## src/rtl/eq_cmp_arbiter.sv

```systemverilog
`default_nettype none
// ============================================================================
// Module      : eq_cmp_arbiter
// Description : Round-robin arbiter sharing one WIDTH-bit equality comparator
//               between two requesters (beq / bne style compare).
// Revision    : 1.0 - initial release
// ============================================================================
module eq_cmp_arbiter #(
    parameter int WIDTH     = 32,
    parameter int PRIO_INIT = 0
) (
    input  logic             clk,
    input  logic             rst,
    input  logic             req0,
    input  logic             req1,
    input  logic [WIDTH-1:0] a0,
    input  logic [WIDTH-1:0] b0,
    input  logic [WIDTH-1:0] a1,
    input  logic [WIDTH-1:0] b1,
    input  logic             neg0,
    input  logic             neg1,
    output logic             ack0,
    output logic             ack1,
    output logic             done0,
    output logic             done1,
    output logic             result,
    output logic             busy,
    output logic [15:0]      cmp_count
);

    localparam logic [1:0] c_IDLE = 2'd0;
    localparam logic [1:0] c_EVAL = 2'd1;
    localparam logic [1:0] c_RESP = 2'd2;

    // Last-grant pointer starts on the other requester so PRIO_INIT wins first.
    localparam logic c_LAST_INIT = (PRIO_INIT == 0) ? 1'b1 : 1'b0;

    logic [1:0]       r_state;
    logic [WIDTH-1:0] r_a;
    logic [WIDTH-1:0] r_b;
    logic             r_neg;
    logic             r_owner;
    logic             r_last;

    logic             w_any;
    logic             w_win;
    logic             w_eq;

    always_comb begin
        w_any = req0 | req1;
        if (req0 && req1) begin
            w_win = ~r_last;
        end else begin
            w_win = req1;
        end
        w_eq = (r_a == r_b);
    end

    always_ff @(posedge clk) begin
        if (rst) begin
            r_state   <= c_IDLE;
            r_a       <= '0;
            r_b       <= '0;
            r_neg     <= 1'b0;
            r_owner   <= 1'b0;
            r_last    <= c_LAST_INIT;
            ack0      <= 1'b0;
            ack1      <= 1'b0;
            done0     <= 1'b0;
            done1     <= 1'b0;
            result    <= 1'b0;
            busy      <= 1'b0;
            cmp_count <= 16'd0;
        end else begin
            ack0   <= 1'b0;
            ack1   <= 1'b0;
            done0  <= 1'b0;
            done1  <= 1'b0;
            result <= 1'b0;
            case (r_state)
                c_IDLE: begin
                    if (w_any) begin
                        // Only the winner's operands are captured, so an idle
                        // requester's inputs never reach the comparator.
                        r_a     <= w_win ? a1 : a0;
                        r_b     <= w_win ? b1 : b0;
                        r_neg   <= w_win ? neg1 : neg0;
                        r_owner <= w_win;
                        r_last  <= w_win;
                        ack0    <= ~w_win;
                        ack1    <= w_win;
                        busy    <= 1'b1;
                        r_state <= c_EVAL;
                    end
                end
                c_EVAL: begin
                    result  <= w_eq ^ r_neg;
                    done0   <= ~r_owner;
                    done1   <= r_owner;
                    busy    <= 1'b1;
                    r_state <= c_RESP;
                end
                c_RESP: begin
                    busy      <= 1'b0;
                    cmp_count <= cmp_count + 16'd1;
                    r_state   <= c_IDLE;
                end
                default: begin
                    busy    <= 1'b0;
                    r_state <= c_IDLE;
                end
            endcase
        end
    end

endmodule
`default_nettype wire

```

## config.mk

```make
export PLATFORM = sky130hd
export DESIGN_NAME = eq_cmp_arbiter
export DESIGN_NICKNAME = d
export VERILOG_FILES = /design/src/rtl/eq_cmp_arbiter.sv
export SDC_FILE = /design/constraint.sdc
export NUM_CORES = 1
export LEC_CHECK = 0
export ABC_AREA = 1
export BUFFER_PORTS_ARGS = -buffer_cell sky130_fd_sc_hd__clkbuf_2
export CORE_MARGIN = 2
export CORE_UTILIZATION = 45
export DETAILED_ROUTE_END_ITERATION = 16
export PLACE_DENSITY = 0.82
export RECOVER_POWER = 50
export SYNTH_ARGS = -nofsm -noshare
export SYNTH_HDL_FRONTEND = slang
export SYNTH_SLANG_ARGS = --single-unit
```

## constraint.sdc

```tcl
create_clock -name clk -period 1.2 [get_ports clk]
set_input_delay 0.24 -clock clk [delete_from_list [all_inputs] [get_ports clk]]
set_output_delay 0.24 -clock clk [all_outputs]
set_load 0.02 [all_outputs]
```

After elaboration in Yosys (flattened, before gate mapping). Index checks and enable logic that the tools add are counted.

Add/subtract/negate cells: 1. Equality and inequality tests: 4. Muxes and demuxes: 8. Bitwise operators: 8. Reductions and logical operators: 5.

Operators by type and width (count): $mux W32 (2); $eq A32 B32 Y1 (1); $add A16 B1 Y16 const B (1); $not A1 Y1 (6); $pmux W2 S2 (1); $mux W1 (3); $reduce_or A3 Y1 (1); $eq A2 B1 Y1 const B (1); $eq A2 B2 Y1 const B (1); $logic_not A2 Y1 (1); $mux W2 (1); $ne A2 B2 Y1 const B (1); $pmux W1 S2 (1); $reduce_and A2 Y1 (1); $reduce_or A2 Y1 (1); $logic_and A1 B1 Y1 (1); $or A1 B1 Y1 (1); $xor A1 B1 Y1 (1).

Register bits: 91. Output and inout bits: 22. Logic and storage cells: 39.

Depth between registers and ports, before layout. Gate-level depths: netlist of the first run.

Word-level depth: 3. Gate-level depth with buffers: 10. Depth with buffers taken out: 10.

Worst setup path before layout of the first run. OpenSTA, ideal clock, no wires.

Kind: register to register. Start: reg cmp_count[1]. End: reg cmp_count[14]. Setup time: 121 ps. Arrival time: 1263 ps. Slack: -184 ps. Cell stages (with the launch flop): 7. Path buffers: 0. Clock period less this slack: 1384 ps. Cell sequence: dfxtp_1 > ha_1 > nand3b_2 > nor2_4 > nand3_2 > nor3_1 > nor3_2.

Cells in the longest elaborated chain, start to end: 1.

Ends and longest elaborated chain: start, declared (line 28) `output logic [15:0] cmp_count`; start signal, assigned (line 105) `cmp_count <= cmp_count + 16'd1;`; $add A16 B1 Y16 (line 105).

No other way between the ends. A chain may end at the register's enable or synchronous reset.

Worst setup path after layout of the first run.
Start: reg r_state[1]. End: reg r_a[15].

Cells in the longest elaborated chain, start to end: 2.

Ends and longest elaborated chain: start, declared (line 38) `logic [1:0] r_state;`; start signal, assigned (line 61) `r_state <= c_IDLE;`; start signal, assigned (line 93) `r_state <= c_EVAL;`; start signal, assigned (line 101) `r_state <= c_RESP;`; $logic_not A2 Y1 (line 80) `case (r_state)`; $reduce_and A2 Y1 (no line); end signal, assigned (line 85) `r_a <= w_win ? a1 : a0;`; end, declared (line 39) `logic [WIDTH-1:0] r_a;`.

No other way between the ends.

==> reports/metrics.yaml, run 1 <==
cts:
  ctsHtreeMaxLevel: 3
  clkTransAtPathRegs_ns: 0.09
  cts_tree: "built"
  cts_made_buffers: 9
  hold_buffers: 0
  clockBufferDepth: 2
  clock-root-buffer: "clkbuf_8"
  clock_sinks: 91
  clk_latency_ns: 0.36
min_path:
  hold_path_depth: 3
  min-delay-start: "a1[13]"
  min_to: "r_a[13]"
  hold_class: "in2reg"
routing:
  via_per_inst: 5.16
  wl_per_cell_um: 14.7
  ant_nets: 0
  dr.pass1.iters: 5
  drt_iter0_drc: 200
  drc: 0
  wirelength_mm: 13.6
  vias: 4782
layout:
  layout-drive-gt1-share_pct: 38.8
  finish.instance_area_um2: 6300
  areaGrowthSynthToFinish_pct: 47.2
  n_antenna_cell: 0
  final_common_cell: "nand2_1"
  layout.cells.non_filler: 926
  nets: 927
  layout_common_cells: "nand2_1 (202), clkbuf_2 (149), a31oi_1 (63), dfxtp_1 (63), inv_1 (41)"
grt:
  grtUsageTotal_pct: 24.8
  grt_pass1_wl_mm: 20.4
  grt_pass1_vias: 4526
  antenna_found_initial: 0
  grt_overflow: 0
  grt_max_degree: 50
synth:
  synthFlopType: "dfxtp_1"
  yosysSeqAreaShare_pct: 42.6
  syn-num-nets: 747
  synth-async-reset-ratio_pct: 0
  ys_ff_latch: 91
  synth_edf_count: 0
  avgSynthCellArea_um2: 6.99
  synth-warning-count: 0
  synth_area_um2: 4280
  synth_cells: 612
  yosysUniqueCellTypes: 27
pwr:
  power.share.clock_pct: 27.9
  internal-power_uw: 5330
  power_uw: 7690
  leakage_uw: 0.00288
  p_seq_share_pct: 46.0
  power_density_nw_per_um2: 1220
  irDropWorstVdd_mv: 0.631
  switching_share_pct: 30.6
  combPwrFrac_pct: 26.2
  p_sw_uw: 2360
floorplan:
  core_area_um2: 9240
  top_level_ports: 156
  initial_core_util_pct: 46.3
  chipWidth_um: 101
  dieHeight_um: 101
  die_area_um2: 10300
  num_rows: 35
flow_run:
  maxCapViolations: 0
setup_path:
  path_class: "reg2reg"
  rrSetupSlack_ns: -0.17
  cpPeakStageDelay_ns: 0.38
  rr_endpoint: "r_a[15]"
  required_ns: 1.49
  ff2ff_path_depth: 6
  cp_slowest_cell: "dfxtp_4"
  worstPathMaxFanout: 8
  worstPathCellList: "nor3_4, buf_12, buf_4, clkbuf_16, o21ai_1, a31oi_1"
  worst_setup_path_end_kind: "flip-flop"
  arrival_ns: 1.66
  timing.rr.start: "r_state[1]"
  startpoint_type: "flip-flop"
sta:
  worst_pin_slew_ns: 0.337
  post-route-min-period_ns: 1.37
  max_freq_ghz: 0.730
  fin_skew_ns: 0.00687
  rsz0062_at_grt: "yes"
  min_period_over_period_pct: 114
  setup_viol: 83
  fin_ws_ns: -0.170
  slew_headroom_pct: 77.4
  hold_viol: 0
  drv_slew: 0
place:
  place_hpwl_mm: 8.42
  dp.cells: 888
  gp_congestion: 0.879
  placed_area_um2: 5370
  portBuffers: 155
status:
  failed_checks: "setup timing"
  status: "complete, but fails checks"
kinds of logic after synthesis:
family | count (synthesis) | synth area share, %
compound gates | 156 | 20.2
xor+xnor | 22 | 4.51
fa+ha+maj | 1 | 0.293
buf+inv | 85 | 8.37
flops | 91 | 42.6
simple gates | 257 | 24.0
routing by layer:
layer	vias to the layer above	GRT usage, %	share of wire, %
li1	2373	-	-
met1	2184	30.6	42
met2	196	43.5	50
met3	29	5.04	6.0
met4	0	7.90	2.2
met5	-	0	0
what timing repair did:
action / CTS / global route
setup buffers: 10 / 9
setup endpoints to repair: 87 / 94
cloned: 5 / 6
pin swaps: 16 / 23
resized for setup: 75 / 67
synthesized netlist by cell type, types with 2 or more instances:
cell | instances | area, um^2
a21oi_1 | 15 | 75.1
a31oi_1 | 65 | 407
buf_2 | 16 | 80.1
buf_6 | 2 | 22.5
clkbuf_1 | 17 | 63.8
dfxtp_1 | 91 | 1820
inv_1 | 46 | 173
nand2_1 | 208 | 781
nand2_2 | 2 | 12.5
nand3_1 | 6 | 30.0
nor2_1 | 30 | 113
nor2_2 | 2 | 12.5
nor2_4 | 2 | 22.5
nor3_1 | 3 | 15.0
nor3_2 | 2 | 20.0
o21ai_0 | 57 | 285
o21ai_1 | 18 | 90.1
xnor2_1 | 21 | 184
sequential cells by signal (all words and copies together) (netlist names):
register / cells
r_a: 32
result: 1
ack0: 1
r_state: 2
r_neg: 1
r_b: 32
ack1: 1
r_owner: 1
done0: 1
cmp_count: 16
busy: 1
r_last: 1
done1: 1
per-stage QoR:
| stage | utilization [%] | setup slack, ns | hold slack (ns) | TNS [ns] |
|---|---|---|---|---|
| after floorplan | - | -0.0128 | 0.393 | -0.0318 |
| final | 68.2 | -0.170 | 0.101 | -10.18 |
| after global placement | 58.1 | -0.0896 | 0.433 | -2.73 |
| after detailed placement | 58.1 | -0.161 | 0.441 | -6.36 |
| after CTS | 64.9 | -0.111 | 0.103 | -3.28 |
| after global routing | 68.2 | -0.246 | 0.0917 | -14.67 |
layout make-up:
class | instances | area (um^2)
Tap cell | 129 | 161
Timing Repair Buffer | 206 | 1540
Inverter | 48 | 186
Clock buffer | 10 | 138
Multi-Input combinational cell | 436 | 2330
Sequential cell | 91 | 1880
Clock inverter | 6 | 62.6
Fill cell | 769 | 2940
worst max path at each step:
stage / startpoint / endpoint / slack [ns] / cells after the start
6_report: r_state[1] / r_a[15] / -0.17 / 6
5_1_grt: r_state[1] / cmp_count[13] / -0.25 / 8
4_1_cts: r_state[1] / cmp_count[14] / -0.11 / 8
3_5_place_dp: r_state[1] / cmp_count[11] / -0.16 / 8
3_3_place_gp: r_state[1] / cmp_count[13] / -0.09 / 9
2_1_floorplan: cmp_count[1] / cmp_count[14] / -0.01 / 6
critical path, delay by kind of cell, from the launching register on:
kind / cells / cell delay, ns
buf+inv: 3 / 0.43
simple gates: 1 / 0.26
flops: 1 / 0.38
compound gates: 2 / 0.23
power groups by stage:
stage | clock network [uW] | logic (uW) | registers (uW)
after floorplan | 0 | 959 | 3530
final | 2140 | 2010 | 3540
after global placement | 0 | 1470 | 3550
after CTS | 2140 | 1840 | 3510
after detailed placement | 0 | 1500 | 3570
after global routing | 2280 | 2210 | 3570
(Power assumes the default switching activity.)
==> inputs of run 2 (changes only) <==
==> constraint.sdc (replaced) <==
create_clock -name clk -period 1.25 [get_ports clk]
set_input_delay 0 -clock clk [delete_from_list [all_inputs] [get_ports clk]]
set_output_delay 0 -clock clk [all_outputs]
set_load 0.02 [all_outputs]
==> run 2 against run 1 <==
Against the previous run: register-to-register slack gained 0.08 ns; critical path type unchanged; clock power grew 6%; clock skew grew 0.0031 ns; non-clock buffer count grew 116; the flow still finishes with violations (setup timing); largest cell class is now buffers; global-route usage grew 7.7 points; first-iteration DRC count grew 120%; sequential share of layout area shrank 4.4 points; sequential cell count is the same.
==> reports/metrics.yaml, run 2 (synthesized netlist as in run 1, its figures left out) <==
cts:
  clk_latency_ns: 0.36
  clock-root-buffer: "clkbuf_8"
  clkTransAtPathRegs_ns: 0.09
  cts_made_buffers: 9
  clock_sinks: 91
  clockBufferDepth: 2
  cts_tree: "built"
  ctsHtreeMaxLevel: 3
layout:
  seq_area_um2: 1850
  layout_common_cells: "nand2_1 (202), clkbuf_2 (151), dlygate4sd3_1 (132)"
  layout.cells.non_filler: 1043
  layout-drive-gt1-share_pct: 29.1
  nets: 1043
  final_common_cell: "nand2_1"
  top_regs: "r_a (32), r_b (32), cmp_count (16)"
  finish.instance_area_um2: 7280
  multi_input_area_um2: 2280
  areaGrowthSynthToFinish_pct: 70.3
  fillerInstances: 526
floorplan:
  die_area_um2: 10300
  num_rows: 35
  chipWidth_um: 101
  dieHeight_um: 101
  top_level_ports: 156
  core_area_um2: 9240
  initial_core_util_pct: 46.3
sta:
  fin_setup_tns_ns: -0.611
  fin_skew_ns: 0.00997
  slew_headroom_pct: 77.7
  drv_slew: 0
  fin_ws_ns: -0.0900
  max_freq_ghz: 0.746
  hold_viol: 0
  post-route-min-period_ns: 1.34
  rsz0062_at_grt: "yes"
  worst_pin_slew_ns: 0.337
  min_period_over_period_pct: 107
  setup_viol: 24
setup_path:
  required_ns: 1.52
  cp_num_buf_inv: 2
  rr_endpoint: "r_a[22]"
  cp_slowest_cell: "dfxtp_2"
  worstPathCellList: "nor3_4, buf_12, buf_12, o21ai_0, a31oi_1"
  ff2ff_path_depth: 5
  rrSetupSlack_ns: -0.09
  cpPeakStageDelay_ns: 0.36
  worst_setup_path_end_kind: "flip-flop"
  path_class: "reg2reg"
  worstPathMaxFanout: 18
  arrival_ns: 1.61
  timing.rr.start: "r_state[0]"
  cp_common_cell: "buf_12"
  path_delay_family: "flip-flops"
  startpoint_type: "flip-flop"
routing:
  wl_per_cell_um: 16.9
  vias: 5761
  via_per_inst: 5.52
  wirelength_mm: 17.7
  drt_iter0_drc: 438
  drc: 0
  dr.pass1.iters: 7
  ant_nets: 0
grt:
  grt_overflow: 0
  grt_pass1_vias: 5539
  grt_pass1_wl_mm: 26.2
  grtUsageTotal_pct: 32.6
  antenna_found_initial: 1
  grt_max_degree: 51
place:
  place_hpwl_mm: 8.44
  placed_area_um2: 5300
  gp_congestion: 0.862
  portBuffers: 155
  dp.cells: 877
min_path:
  hold_path_depth: 5
  min-delay-start: "req1"
  hold_class: "in2reg"
  min_to: "r_a[20]"
pwr:
  leakage_uw: 0.00328
  power_density_nw_per_um2: 1080
  irDropWorstVdd_mv: 0.626
status:
  failed_checks: "setup timing"
  status: "complete, but fails checks"
flow_run:
  maxCapViolations: 0
==> run 2: area by class of cell <==
cell class / count / area share [%]
Antenna cell: 1 / 0.0344
Clock buffer: 11 / 1.94
Clock inverter: 5 / 1.17
Inverter: 48 / 2.53
Multi-Input combinational cell: 436 / 31.4
Sequential cell: 91 / 25.4
Tap cell: 129 / 2.22
Timing Repair Buffer: 322 / 35.4
==> run 2: repair_timing <==
action,in CTS,in global routing
pin swaps,5,22
buffers inserted,8,5
hold endpoints to repair,72,0
gates resized for setup,18,49
gates cloned,2,2
hold buffers,132,0
endpoints found under the setup margin,45,83
==> run 2: per-layer routing <==
| metal | vias up | global-route usage [%] | share of wire [%] |
|---|---|---|---|
| li1 | 2605 | - | - |
| met1 | 2623 | 36.1 | 36 |
| met2 | 422 | 57.7 | 50 |
| met3 | 111 | 6.63 | 8.0 |
| met4 | 0 | 18.6 | 5.9 |
| met5 | - | 0 | 0 |
==> run 2: worst reg2reg max path: cells and delay by family, from the launching register on <==
| family | cells | cell delay, ns |
|---|---|---|
| AOI/OAI and AO/OA | 2 | 0.35 |
| and+or+nand+nor | 1 | 0.21 |
| buffers and inverters | 2 | 0.34 |
| DFF | 1 | 0.36 |
==> run 2: worst max-delay path by stage <==
| stage | endpoint | depth (start not counted) | slack (ns) | start |
|---|---|---|---|---|
| after floorplan | cmp_count[9] | 8 | 0.003 | cmp_count[0] |
| after global placement | cmp_count[13] | 9 | -0.05 | r_state[1] |
| after detailed placement | cmp_count[13] | 8 | -0.11 | r_state[1] |
| after CTS | cmp_count[13] | 8 | -0.04 | r_state[1] |
| after global routing | cmp_count[14] | 8 | -0.13 | r_state[1] |
| final | r_a[22] | 5 | -0.09 | r_state[0] |
==> run 2: where the power goes <==
group / internal [uW] / switching, uW / total (uW)
clock: 1190 / 1080 / 2270
sequential: 3180 / 235 / 3420
combinational: 1100 / 1050 / 2150
==> run 2: per-stage QoR <==
step	setup WS [ns]	hold WS [ns]	util, %	total power, uW
finish	-0.0900	0.242	78.8	7840
global route	-0.126	0.279	78.8	8160
CTS	-0.0399	0.216	76.3	7540
detailed placement	-0.112	0.252	57.4	4890
global placement	-0.0463	0.252	57.4	4840
floorplan	0.00268	0.153	-	4320
==> inputs of run 3 (changes only) <==
--- a/config.mk
+++ b/config.mk
@@ -5,7 +5,6 @@
 export SDC_FILE = /design/constraint.sdc
 export NUM_CORES = 1
 export LEC_CHECK = 0
-export ABC_AREA = 1
 export BUFFER_PORTS_ARGS = -buffer_cell sky130_fd_sc_hd__clkbuf_2
 export CORE_MARGIN = 2
 export CORE_UTILIZATION = 45
==> run 3 against run 2 <==
Against the previous run: the run still ends with setup timing left; worst hold slack lost 0.24 ns; fmax shrank 26%; register-to-register slack lost 0.48 ns; critical path depth is the same; largest power group unchanged.
==> reports/metrics.yaml, run 3 <==
status:
  status: "complete, but fails checks"
  failed_checks: "setup timing"
grt:
  antenna_found_initial: 0
  grt_pass1_vias: 4610
  grt_overflow: 0
  grtUsageTotal_pct: 28.9
  grt_max_degree: 87
  grt_pass1_wl_mm: 22.8
cts:
  ctsHtreeMaxLevel: 3
  clkTransAtPathRegs_ns: 0.10
  clock-root-buffer: "clkbuf_8"
  cts_made_buffers: 9
  clock_sinks: 91
  clk_latency_ns: 0.37
  clockBufferDepth: 2
  cts_tree: "built"
place:
  portBuffers: 155
  place_hpwl_mm: 8.02
  gp_congestion: 0.859
  dp.cells: 732
floorplan:
  core_area_um2: 9240
  die_area_um2: 10300
  num_rows: 35
  chipWidth_um: 102
  dieHeight_um: 102
  top_level_ports: 156
  initial_core_util_pct: 46.4
setup_path:
  startpoint_type: "flip-flop"
  timing.rr.start: "r_b[6]"
  worstPathMaxFanout: 2
  arrival_ns: 2.13
  worst_setup_path_end_kind: "flip-flop"
  path_class: "reg2reg"
  rr_endpoint: "result"
  rrSetupSlack_ns: -0.57
  ff2ff_path_depth: 5
  required_ns: 1.56
sta:
  slew_headroom_pct: 64.2
  fin_skew_ns: 0.0157
  rsz0062_at_grt: "yes"
  drv_slew: 0
  setup_viol: 80
  worst_pin_slew_ns: 0.531
  fin_ws_ns: -0.567
  hold_viol: 0
  min_period_over_period_pct: 145
  max_freq_ghz: 0.551
  post-route-min-period_ns: 1.82
synth:
  synth-warning-count: 0
  ys_top_cells_by_area: "dfxtp_1 (42%), mux2i_1 (15%), xor2_1 (8.8%)"
  yosysSeqAreaShare_pct: 42.4
  yosysTopAreaCell: "dfxtp_1"
  yosys.cell_count.top_type: "dfxtp_1"
  synthFlopType: "dfxtp_1"
  yosysUniqueCellTypes: 33
  syn-num-nets: 574
  ys_ff_latch: 91
  avgSynthCellArea_um2: 9.78
  synth_area_um2: 4290
  synth_commonest_cells: "dfxtp_1 (91), nor2_1 (88), mux2i_1 (66)"
  synth-async-reset-ratio_pct: 0
  synth_top_area_share_pct: 42.4
  synth_edf_count: 0
  synth_cells: 439
layout:
  n_antenna_cell: 0
  multi_input_area_um2: 2960
  top_regs: "r_a (32), r_b (32), cmp_count (16)"
  utilization_pct: 82.3
  seq_area_um2: 1840
  layout-drive-gt1-share_pct: 48.2
  fillerInstances: 442
  final_common_cell: "clkbuf_2"
  areaGrowthSynthToFinish_pct: 77.2
  nets: 848
  layout.cells.non_filler: 847
  layout_common_cells: "clkbuf_2 (140), nor2_1 (85), dfxtp_1 (77)"
pwr:
  leakage_uw: 0.00324
  irDropWorstVdd_mv: 0.859
  power_density_nw_per_um2: 1110
routing:
  wl_per_cell_um: 22.4
  vias: 4908
  ant_nets: 0
  drt_iter0_drc: 397
  dr.pass1.iters: 5
  drc: 0
  wirelength_mm: 19.0
  via_per_inst: 5.79
flow_run:
  maxCapViolations: 0
min_path:
  hold_class: "in2reg"
  hold_path_depth: 3
  min_to: "r_a[7]"
  min-delay-start: "a0[7]"
[run 3: changes by cell type after synthesis, moves of 42 or more]
cell / previous run / this run
nand2_1: 208 / 8
mux2i_1: 0 / 66
a31oi_1: 65 / 0
nor2_1: 30 / 88
o21ai_0: 57 / 1
a211oi_1: 0 / 50
inv_1: 46 / 1
xor2_1: 1 / 43
[run 3: metal layers]
| metal | track usage [%] | share of wire, % | up-vias |
|---|---|---|---|
| met5 | 0 | 0 | - |
| met4 | 14.2 | 6.8 | 0 |
| met3 | 7.52 | 8.7 | 121 |
| met2 | 51.2 | 50 | 376 |
| met1 | 32.0 | 34 | 2289 |
| li1 | - | - | 2122 |
[run 3: area by class of cell]
cell class / instances / share of cell area (%)
clock inverters: 7 / 1.32
well taps: 129 / 2.12
flip-flops and latches: 91 / 24.3
repair buffers: 296 / 31.7
inverters: 1 / 0.0494
multi-input cells: 314 / 39.0
clock buffers: 9 / 1.63
[run 3: power by group]
group | internal (uW) | total [uW] | switching, uW
clock | 1140 | 2250 | 1110
sequential | 3170 | 3420 | 245
combinational | 1410 | 2750 | 1340
total | 5720 | 8420 | 2700
[run 3: per-stage QoR]
stage | hold slack, ns | instance area [um^2] | worst slack (ns) | total power [uW] | TNS, ns
finish | 0.00211 | 7600 | -0.567 | 8420 | -17.52
global route | 0.00104 | 7600 | -0.600 | 8630 | -19.23
CTS | 0.000899 | 7000 | -0.365 | 7720 | -10.58
detailed placement | 0.333 | 5510 | -0.345 | 4990 | -7.24
global placement | 0.331 | 5510 | -0.322 | 4930 | -5.15
floorplan | 0.170 | 4380 | -0.151 | 4430 | -0.438
[run 3: cells by family (layout without fill, tap and decap cells)]
kind of cell / Yosys count / in the layout / share of synthesized area, %
buffers and inverters: 34 / 313 / 4.40
AND/OR/NAND/NOR: 129 / 129 / 13.9
AO/OA/AOI/OAI: 71 / 71 / 14.0
multiplexers: 66 / 66 / 15.4
XOR/XNOR: 47 / 47 / 9.59
adder cells (fa/ha/maj): 1 / 1 / 0.291
flip-flops: 91 / 91 / 42.4
[run 3: repair_timing]
item / CTS / global route
hold buffers: 53 / 14
gates cloned: 4 / 2
setup endpoints to repair: 79 / 82
gates resized for setup: 102 / 70
endpoints found under the hold margin: 32 / 10
pin swaps: 45 / 43
setup buffers: 19 / 11
[run 3: critical path: stages (launching register included)]
cell and delay (ns):
dfxtp_1 0.34, xor2_1 0.18, nor4_2 0.39, nand4_1 0.21, or4_1 0.53, nand2_1 0.10
[run 3: how the worst max path moves through the flow]
stage          startpoint     end  slack (ns)  depth (start not counted)
2_1_floorplan     r_b[22]  result       -0.15                          5
3_3_place_gp      r_b[22]  result       -0.32                          5
3_5_place_dp      r_b[22]  result       -0.34                          5
4_1_cts           r_b[12]  result       -0.37                          5
5_1_grt            r_b[6]  result       -0.60                          5
6_report           r_b[6]  result       -0.57                          5
